**config.mk**
```make
export PLATFORM = sky130hd
export DESIGN_NAME = register_transfer_sequencer_flat
export DESIGN_NICKNAME = d
export VERILOG_FILES = /design/src/rtl/register_transfer_sequencer_pkg.sv /design/src/rtl/register_transfer_sequencer_if.sv /design/src/rtl/register_transfer_sequencer_phase_timer.sv /design/src/rtl/register_transfer_sequencer.sv /design/src/flat_wrapper.sv
export SDC_FILE = /design/constraint.sdc
export NUM_CORES = 1
export LEC_CHECK = 0
export CORE_UTILIZATION = 46
export DETAILED_ROUTE_END_ITERATION = 12
export GPL_TIMING_DRIVEN = 0
export PLACE_DENSITY = 0.76
export RECOVER_POWER = 50
export SLEW_MARGIN = 20
export SYNTH_ARGS = -nofsm -noshare
export SYNTH_HDL_FRONTEND = slang
export SYNTH_SLANG_ARGS = --single-unit
```
**constraint.sdc**
```tcl
create_clock -name clk -period 1.7 [get_ports clk]
set_input_delay 0.17 -clock clk [delete_from_list [all_inputs] [get_ports clk]]
set_output_delay 0.17 -clock clk [all_outputs]
set_load 0.02 [all_outputs]
```
**src/rtl/register_transfer_sequencer_pkg.sv**
```systemverilog
// Shared types and timing defaults for the register transfer sequencer.
// Optional transfer counter is enabled with XFER_COUNT_EN.
package xfer_pkg;

  typedef enum logic [2:0] {
    S_IDLE  = 3'd0,
    S_DRIVE = 3'd1,
    S_LATCH = 3'd2,
    S_HOLD  = 3'd3,
    S_DONE  = 3'd4
  } xfer_state_e;

  localparam int DEF_SETUP = 2;
  localparam int DEF_LATCH = 2;
  localparam int DEF_HOLD  = 1;

  function automatic int max3(
    input int a,
    input int b,
    input int c
  );
    int m;
    m = (a > b) ? a : b;
    return (m > c) ? m : c;
  endfunction

  // Timer holds count-1, so max-1 must fit.
  function automatic int timer_w(
    input int s,
    input int l,
    input int h
  );
    int m;
    m = max3(s, l, h);
    return (m > 1) ? $clog2(m) : 1;
  endfunction

  localparam int TIMER_W =
    timer_w(DEF_SETUP, DEF_LATCH, DEF_HOLD);

endpackage

```
**src/rtl/register_transfer_sequencer_if.sv**
```systemverilog
// Control-unit / register-bank handshake bundle of the sequencer.
// Carries xfer_count when XFER_COUNT_EN is defined.
interface register_transfer_sequencer_if #(
  parameter int NUM_SRC = 4,
  parameter int NUM_DST = 4
);
  localparam int SW =
    (NUM_SRC > 1) ? $clog2(NUM_SRC) : 1;
  localparam int DW =
    (NUM_DST > 1) ? $clog2(NUM_DST) : 1;

  logic          start;
  logic [SW-1:0] src_sel;
  logic [DW-1:0] dst_sel;
  logic          busy;
  logic          done;
  logic          error;
  logic [NUM_SRC-1:0] oe_n;
  logic [NUM_DST-1:0] le;
`ifdef XFER_COUNT_EN
  logic [15:0]   xfer_count;
`endif

  modport master (
    output start, src_sel, dst_sel,
    input  busy, done, error, oe_n, le
`ifdef XFER_COUNT_EN
    , input xfer_count
`endif
  );

  modport slave (
    input  start, src_sel, dst_sel,
    output busy, done, error, oe_n, le
`ifdef XFER_COUNT_EN
    , output xfer_count
`endif
  );

endinterface

```
**src/rtl/register_transfer_sequencer_phase_timer.sv**
```systemverilog
// Loadable down-counter with zero flag, shared by all timed phases.
// No configuration macros.
module phase_timer #(
  parameter int W = 1
) (
  input  logic         clk,
  input  logic         reset,
  input  logic         i_load,
  input  logic [W-1:0] i_val,
  output logic         o_zero
);

  logic [W-1:0] r_cnt;

  always_ff @(posedge clk) begin
    if (reset) begin
      r_cnt <= '0;
    end else if (i_load) begin
      r_cnt <= i_val;
    end else if (r_cnt != '0) begin
      r_cnt <= r_cnt - 1'b1;
    end
  end

  assign o_zero = (r_cnt == '0);

endmodule

```
**src/rtl/register_transfer_sequencer.sv**
```systemverilog
// Sequences one word transfer between latched registers on a shared bus.
// Define XFER_COUNT_EN to add the xfer_count completed-transfer counter.
module register_transfer_sequencer
  import xfer_pkg::*;
#(
  parameter int NUM_SRC      = 4,
  parameter int NUM_DST      = 4,
  parameter int SETUP_CYCLES = DEF_SETUP,
  parameter int LATCH_CYCLES = DEF_LATCH,
  parameter int HOLD_CYCLES  = DEF_HOLD
) (
  input  logic clk,
  input  logic reset,
  register_transfer_sequencer_if.slave io
);

  localparam int SW =
    (NUM_SRC > 1) ? $clog2(NUM_SRC) : 1;
  localparam int DW =
    (NUM_DST > 1) ? $clog2(NUM_DST) : 1;
  localparam int TW =
    timer_w(SETUP_CYCLES, LATCH_CYCLES, HOLD_CYCLES);

  localparam logic [2:0] IDLE  = S_IDLE;
  localparam logic [2:0] DRIVE = S_DRIVE;
  localparam logic [2:0] LATCH = S_LATCH;
  localparam logic [2:0] HOLD  = S_HOLD;
  localparam logic [2:0] DONE  = S_DONE;

  logic [2:0]         r_state;
  logic [DW-1:0]      r_dst;
  logic [NUM_SRC-1:0] r_oe_n;
  logic [NUM_DST-1:0] r_le;
  logic               r_busy;
  logic               r_done;
  logic               r_error;

  logic          w_load;
  logic [TW-1:0] w_val;
  logic          w_zero;
  logic          w_src_bad;
  logic          w_dst_bad;
  logic          w_accept;

  // Out-of-range selects exist only for non-power-of-2 counts.
  if (NUM_SRC == (1 << SW)) begin : g_src_p2
    assign w_src_bad = 1'b0;
  end else begin : g_src_np2
    assign w_src_bad =
      ({{(32-SW){1'b0}}, io.src_sel} >= NUM_SRC);
  end

  if (NUM_DST == (1 << DW)) begin : g_dst_p2
    assign w_dst_bad = 1'b0;
  end else begin : g_dst_np2
    assign w_dst_bad =
      ({{(32-DW){1'b0}}, io.dst_sel} >= NUM_DST);
  end

  assign w_accept = (r_state == IDLE) && io.start
                    && !w_src_bad && !w_dst_bad;

  always_comb begin
    w_load = 1'b0;
    w_val  = '0;
    unique case (1'b1)
      w_accept: begin
        w_load = 1'b1;
        w_val  = TW'(SETUP_CYCLES - 1);
      end
      (r_state == DRIVE) && w_zero: begin
        w_load = 1'b1;
        w_val  = TW'(LATCH_CYCLES - 1);
      end
      (r_state == LATCH) && w_zero: begin
        w_load = 1'b1;
        w_val  = TW'(HOLD_CYCLES - 1);
      end
      default: ;
    endcase
  end

  phase_timer #(
    .W (TW)
  ) u_timer (
    .clk    (clk),
    .reset  (reset),
    .i_load (w_load),
    .i_val  (w_val),
    .o_zero (w_zero)
  );

  always_ff @(posedge clk) begin
    if (reset) begin
      r_state <= IDLE;
      r_dst   <= '0;
      r_oe_n  <= '1;
      r_le    <= '0;
      r_busy  <= 1'b0;
      r_done  <= 1'b0;
      r_error <= 1'b0;
    end else begin
      r_done  <= 1'b0;
      r_error <= 1'b0;
      unique case (r_state)
        IDLE: begin
          r_busy <= 1'b0;
          if (w_accept) begin
            r_state <= DRIVE;
            r_dst   <= io.dst_sel;
            r_oe_n  <= ~(NUM_SRC'(1) << io.src_sel);
            r_busy  <= 1'b1;
          end else if (io.start) begin
            r_error <= 1'b1;
          end
        end
        DRIVE: begin
          if (w_zero) begin
            r_state <= LATCH;
            r_le    <= NUM_DST'(1) << r_dst;
          end
        end
        LATCH: begin
          if (w_zero) begin
            r_state <= HOLD;
            r_le    <= '0;
          end
        end
        HOLD: begin
          if (w_zero) begin
            r_state <= DONE;
            r_oe_n  <= '1;
            r_done  <= 1'b1;
          end
        end
        DONE: begin
          r_state <= IDLE;
          r_busy  <= 1'b0;
        end
        default: begin
          r_state <= IDLE;
          r_oe_n  <= '1;
          r_le    <= '0;
          r_busy  <= 1'b0;
        end
      endcase
    end
  end

  assign io.oe_n  = r_oe_n;
  assign io.le    = r_le;
  assign io.busy  = r_busy;
  assign io.done  = r_done;
  assign io.error = r_error;

`ifdef XFER_COUNT_EN
  logic [15:0] r_xfer_count;

  always_ff @(posedge clk) begin
    if (reset) begin
      r_xfer_count <= '0;
    end else if (r_state == DONE) begin
      r_xfer_count <= r_xfer_count + 16'd1;
    end
  end

  assign io.xfer_count = r_xfer_count;
`endif

endmodule
```
**src/flat_wrapper.sv**
```systemverilog
// flat-port wrapper written by rule: the top's interface ports become plain ports
module register_transfer_sequencer_flat import xfer_pkg::*;
#(
  parameter int NUM_SRC      = 4,
  parameter int NUM_DST      = 4,
  parameter int SETUP_CYCLES = DEF_SETUP,
  parameter int LATCH_CYCLES = DEF_LATCH,
  parameter int HOLD_CYCLES  = DEF_HOLD
)
  (clk, reset, io_start, io_src_sel, io_dst_sel, io_busy, io_done, io_error, io_oe_n, io_le);
  register_transfer_sequencer_if #(.NUM_SRC(NUM_SRC), .NUM_DST(NUM_DST)) io_i ();
  input  logic clk;
  input  logic reset;
  input wire logic [$bits(io_i.start)-1:0] io_start;
  input wire logic [$bits(io_i.src_sel)-1:0] io_src_sel;
  input wire logic [$bits(io_i.dst_sel)-1:0] io_dst_sel;
  output wire logic [$bits(io_i.busy)-1:0] io_busy;
  output wire logic [$bits(io_i.done)-1:0] io_done;
  output wire logic [$bits(io_i.error)-1:0] io_error;
  output wire logic [$bits(io_i.oe_n)-1:0] io_oe_n;
  output wire logic [$bits(io_i.le)-1:0] io_le;
  assign io_i.start = io_start;
  assign io_i.src_sel = io_src_sel;
  assign io_i.dst_sel = io_dst_sel;
  assign io_busy = io_i.busy;
  assign io_done = io_i.done;
  assign io_error = io_i.error;
  assign io_oe_n = io_i.oe_n;
  assign io_le = io_i.le;
  register_transfer_sequencer #(.NUM_SRC(NUM_SRC), .NUM_DST(NUM_DST), .SETUP_CYCLES(SETUP_CYCLES), .LATCH_CYCLES(LATCH_CYCLES), .HOLD_CYCLES(HOLD_CYCLES)) u_core (.clk(clk), .reset(reset), .io(io_i));
endmodule
```
==> flow_summary.ini <==
[global_route]
overflow = 0
grt_pass1_vias = 549
grt_usage = 0.179
grt_pass1_wl_um = 2440
antenna_found_initial = 0
grt_max_degree = 11

[sta]
finalWorstSetupSlack_ps = 203
skew_ps = 0.681
slew_violations = 0
hold_violations = 0
finalSetupViolCount = 0
min_period_ps = 1500
maxSlewHeadroom = 0.634
fin_crit_sh = 0.881
timing.hold.ws_ps = 479
fmax_ghz = 0.668
tns_ps = 0
rsz0062_at_grt = false
tightestPinTransition_ps = 544

[cts]
cts_made_buffers = 3
postCtsHoldBufs = 0
clk_pin_slew_ps = 100
root_buffer = clkbuf_4
clockBufferDepth = 2
cts_tree = done
cts_sinks = 17
cts_resized = 0
h-tree-depth = 1
clock_latency_ps = 300
postCtsSetupBuffers = 0

[routing]
totalWireLength_um = 1460
vias = 624
routedWlPerCell_um = 12.5
first_pass_iters = 4
drc = 0
drtAntennaViolNets = 0
drt-initial-drc-count = 14
via_per_inst = 5.38

[yosys]
synth.yosys.seq_area_share = 0.460
synth_commonest_cells = dfxtp_1, nor2_1, nand2_1
synth_nets = 86
synthArstFlopShare = 0
syn_avg_cell_area_um2 = 9.36
yosys.cell_types.count = 25
yosys.area.top_type_share = 0.460
syn_inst = 79
yosysTopAreaCell = dfxtp_1
synth_edf_count = 0
ys_top_cells_by_area = dfxtp_1, mux2i_1, nor2_1
ys_warn_count = 0
ys_ff_latch = 17
yosysMostFrequentCell = dfxtp_1
netlist_area_um2 = 739
ys.flop_type = dfxtp_1

[final_layout]
syn2layout_area_growth_pct = 27.6
drive_gt1_frac = 0.0900
final_area_um2 = 943
fin_nets = 108
n_antenna_cell = 0

[floorplanning]
die_w_um = 42.1
die_area_um2 = 1770
core_region_area_um2 = 1510
pin_count = 18
rows = 14
die_h_um = 42.1
initial_utilization = 0.491

[place]
port_buffers = 17
dp_hpwl_um = 1040
gp_congestion = 0.803
post-place-ws_ps = 51.8
placed_cell_area_um2 = 930

[worst_setup_path]
slowest_stage = nor4_1
worstPathRequired_ps = 1890
crit_arrival_ps = 1690
crit_path_end_kind = flop
path_class = reg -> reg
r2r_cells = 4
max_stage_delay_ps = 510
path_max_fanout = 10
r2r_setup_slack_ps = 200
critPathLaunchType = flop
cp_cell_sequence = buf_6, nor4_1, nor3b_1, mux2i_1

[job]
drv_cap = 0

[pwr]
pwr-share-comb = 0.342
vdd_drop_max_mv = 0.693
power.density_nw_per_um2 = 1130
p_sw_frac = 0.347
total_power_mw = 1.07
internal_power_mw = 0.698
seqPwrFrac = 0.448
p_sw_mw = 0.371
clock_power_share = 0.209
power_leakage_nw = 0.352

[outcome]
status = complete, no violations

[hold_path]
hp-class = reg -> reg
whs_path_depth = 2
==> cells in the final DEF, fill, tap and decap left out, drive strengths merged <==
master / synthesis / final
a21oi: 5 / 5
a31oi: 1 / 1
buf: 3 / 2
clkbuf: 1 / 5
clkdlybuf4s50: 0 / 16
clkinv: 0 / 1
conb: 1 / 1
dfxtp: 17 / 17
dlygate4sd3: 0 / 1
inv: 1 / 1
mux2i: 5 / 5
nand2: 7 / 7
nand3: 2 / 2
nand3b: 4 / 4
nor2: 12 / 12
nor2b: 2 / 2
nor3: 4 / 4
nor3b: 3 / 3
nor4: 1 / 1
nor4b: 1 / 1
o21ai: 4 / 4
o22ai: 1 / 1
o31ai: 2 / 2
or2: 1 / 1
xnor2: 1 / 1
==> per-stage QoR <==
step | std cells | utilization
after CTS | 116 | 0.635
final | 116 | 0.626
after floorplan | 79 | -
after detailed placement | 112 | 0.617
after global routing | 116 | 0.626
after global placement | 112 | 0.617
==> layout make-up <==
cell class                      count  area, µm²
Buffer                              4       26.3
Clock buffer                        3       22.5
Clock inverter                      1       5.00
Fill cell                         131        563
Inverter                            1       3.75
Multi-Input combinational cell     57        355
Sequential cell                    17        340
Tap cell                           16       20.0
Timing Repair Buffer               17        170
==> cell families after synthesis <==
logic type | Yosys count | share of synthesized area
compound gates | 13 | 0.107
xor+xnor | 1 | 0.0118
buf+inv | 5 | 0.0508
flops | 17 | 0.460
mux | 5 | 0.0677
other cells | 1 | 0.00507
simple gates | 37 | 0.298
==> state kept, by name, indices dropped and copies added (netlist names) <==
name                  cells
u_core.u_timer.r_cnt      1
u_core.r_state            3
u_core.r_dst              2
u_core.io.busy            1
u_core.io.oe_n            4
u_core.io.done            1
u_core.io.error           1
u_core.io.le              4
==> power groups by stage <==
stage          registers, mW  logic [mW]  clock network [mW]
2_1_floorplan          0.507       0.253                   0
3_3_place_gp           0.485       0.367                   0
3_5_place_dp           0.489       0.371                   0
4_1_cts                0.480       0.375               0.221
5_1_grt                0.486       0.400               0.240
6_report               0.479       0.366               0.224
==> metal layers <==
metal / track usage / part of all wire / up-vias
li1: - / - / 316
met1: 0.229 / 0.47 / 276
met2: 0.291 / 0.44 / 27
met3: 0.0302 / 0.065 / 5
met4: 0.0938 / 0.021 / 0
met5: 0 / 0 / -
==> worst max-delay path, delay by kind of cell (launching register included) <==
kind | cells | cell delay, ps
mux | 1 | 100
buf+inv | 1 | 160
flops | 1 | 370
simple gates | 2 | 760
==> path summary, 6_finish.rpt <==
path,to,from
hold reg to reg,u_core.io.busy,u_core.io.busy
setup reg to reg,u_core.io.oe_n[0],u_core.r_state[1]
hold / removal,u_core.io.busy,u_core.io.busy
setup / recovery,u_core.io.oe_n[0],u_core.r_state[1]
No activity file was read; power rests on OpenSTA's default activity.
==> RTL change: new RTL, same settings <==
`NUM_DST` is set to 4 in 3 places; all go to 8.
--- a/src/rtl/register_transfer_sequencer_if.sv
+++ b/src/rtl/register_transfer_sequencer_if.sv
@@ -2,7 +2,7 @@
 // Carries xfer_count when XFER_COUNT_EN is defined.
 interface register_transfer_sequencer_if #(
   parameter int NUM_SRC = 4,
-  parameter int NUM_DST = 4
+  parameter int NUM_DST = 8
 );
   localparam int SW =
     (NUM_SRC > 1) ? $clog2(NUM_SRC) : 1;
--- a/src/rtl/register_transfer_sequencer.sv
+++ b/src/rtl/register_transfer_sequencer.sv
@@ -4,7 +4,7 @@
   import xfer_pkg::*;
 #(
   parameter int NUM_SRC      = 4,
-  parameter int NUM_DST      = 4,
+  parameter int NUM_DST      = 8,
   parameter int SETUP_CYCLES = DEF_SETUP,
   parameter int LATCH_CYCLES = DEF_LATCH,
   parameter int HOLD_CYCLES  = DEF_HOLD
--- a/src/flat_wrapper.sv
+++ b/src/flat_wrapper.sv
@@ -2,7 +2,7 @@
 module register_transfer_sequencer_flat import xfer_pkg::*;
 #(
   parameter int NUM_SRC      = 4,
-  parameter int NUM_DST      = 4,
+  parameter int NUM_DST      = 8,
   parameter int SETUP_CYCLES = DEF_SETUP,
   parameter int LATCH_CYCLES = DEF_LATCH,
   parameter int HOLD_CYCLES  = DEF_HOLD
Ports: changed (resized io_dst_sel and io_le); port bits go from 18 to 23. No check against the original RTL was run, so the function may have changed too.
==> RTL change against the unedited design <==
  * Cell area is 27% higher
  * Worst setup slack worse by 0.16 ns
  * Synthesized cell count is 30% higher
  * Highest routed layer unchanged
  * Sequential power is 27% higher
  * Power is 19% higher
  * Wire length is 22% higher
  * Sequential cell count is 5 higher
  * Synthesized area is 20% higher
==> RTL change: results (changes against the unedited design) <==
[placed_design]
post-dp-hpwl_mm=1.31  ; was 1.04 mm
gp_congestion=0.795  ; was 0.803
numPortBuffers=22  ; was 17
dp_slack_ns=-0.152  ; was 0.0518 ns
dpl_cell_area_um2=1140  ; was 930 um^2

[final_layout]
instances_no_fill=154  ; was 116
nets=139  ; was 108
drive_gt1_share_pct=10.9  ; was 9.00%

[global_routing]
grt_max_degree=12  ; was 11
grtUsageTotal_pct=19.7  ; was 17.9%
grt_pass1_wl_mm=2.93  ; was 2.44 mm

[synth]
syn_nets=111  ; was 86
synth_seq_area_share_pct=49.4  ; was 46.0%
ys_warn_count=0  ; unchanged
yosys-top-cells-area=dfxtp_1 49%, mux2i_1 7.9%, a21oi_1 7.3%  ; was dfxtp_1 46%, mux2i_1 6.8%, nor2_1 6.1%
avgSynthCellArea_um2=8.65  ; was 9.36 um^2
yosysUniqueCellTypes=26  ; was 25
synthTopCellsByCount=22 x dfxtp_1, 13 x a21oi_1, 13 x nand2_1, 12 x nor2_1, 7 x mux2i_1  ; was 17 x dfxtp_1, 12 x nor2_1, 7 x nand2_1, 5 x a21oi_1, 5 x mux2i_1

[timing]
worst_slew_pin_slew_ns=0.595  ; was 0.544 ns
skew_ns=0.00172  ; was 0.000681 ns
holdWs_ns=0.456  ; was 0.479 ns
timing.final.crit_share_pct=97.2  ; was 88.1%

[hold_path]
min-delay-start=u_core.io.le[1]  ; was u_core.io.busy
min_to=u_core.io.le[1]  ; was u_core.io.busy

[critical_path]
arrival_ns=1.89  ; was 1.69 ns
worstSetupEndpoint=u_core.io.le[0]  ; was u_core.io.oe_n[0]
r2r_slack_ns=0.05  ; was 0.20 ns
crit_fanout=6  ; was 10
cp-startpoint=u_core.r_state[0]  ; was u_core.r_state[1]

[power_and_ir_drop]
power.leakage_nw=0.420  ; was 0.352 nW
peakVddDrop_mv=0.746  ; was 0.693 mV

[drt]
drt-wirelength-per-cell_um=11.6  ; was 12.5 um
vias=809  ; was 624

[run_status]
status=complete, no violations  ; unchanged

[clock_network]
htree_num_levels=1  ; unchanged

RTL change: cell types whose count changed in the layout (fill, tap and decap cells not counted), sizes merged, moves of 3 or more:
cell,delta
nand3b,-4
nand2,+6
dfxtp,+5
o21ai,-3
or4,+3
or3,+6
clkdlybuf4s50,+6
a21oi,+8
RTL change: power by group through the flow:
stage	clock network [mW]	logic, mW	registers [mW]
after global routing	0.251	0.486	0.613
final	0.224	0.437	0.606
after global placement	0	0.393	0.611
after detailed placement	0	0.405	0.614
after floorplan	0	0.266	0.633
after CTS	0.231	0.411	0.605
RTL change: per-layer routing:
metal,vias up,share of wire (%),track usage [%]
met5,-,0,0
met4,0,1.9,10.6
met1,370,44,24.0
met2,22,50,32.7
li1,411,-,-
met3,6,3.6,3.57
RTL change: layout make-up:
cell class,count,area [um^2],area share (%)
Sequential cell,22,442,37.0
Clock buffer,3,22.5,1.88
Tap cell,25,31.3,2.62
Timing Repair Buffer,23,228,19.1
Buffer,6,35.0,2.93
Multi-Input combinational cell,73,429,35.9
Inverter,2,7.51,0.628
RTL change: critical path, cell delays in order (launching register included):
cell     delay [ns]
dfxtp_2        0.34
buf_6          0.11
inv_2          0.05
or4_4          0.55
or4_4          0.43
a21oi_2        0.12
RTL change: repair_timing:
| action | 4_1_cts | 5_1_grt |
|---|---|---|
| pin swaps | 0 | 1 |
| buffers inserted | 0 | 1 |
| setup endpoints to repair | 1 | 12 |
| hold buffers | 0 | 0 |
| resized for setup | 2 | 8 |
RTL change: cells by family (layout without fill, tap and decap cells):
family	after synthesis	count (layout)	synth area share [%]
simple gates	47	47	27.1
mux	7	7	7.87
buf+inv	8	34	3.93
flops	22	22	49.4
other cells	1	1	0.421
xor+xnor	1	1	0.983
compound gates	17	17	10.3
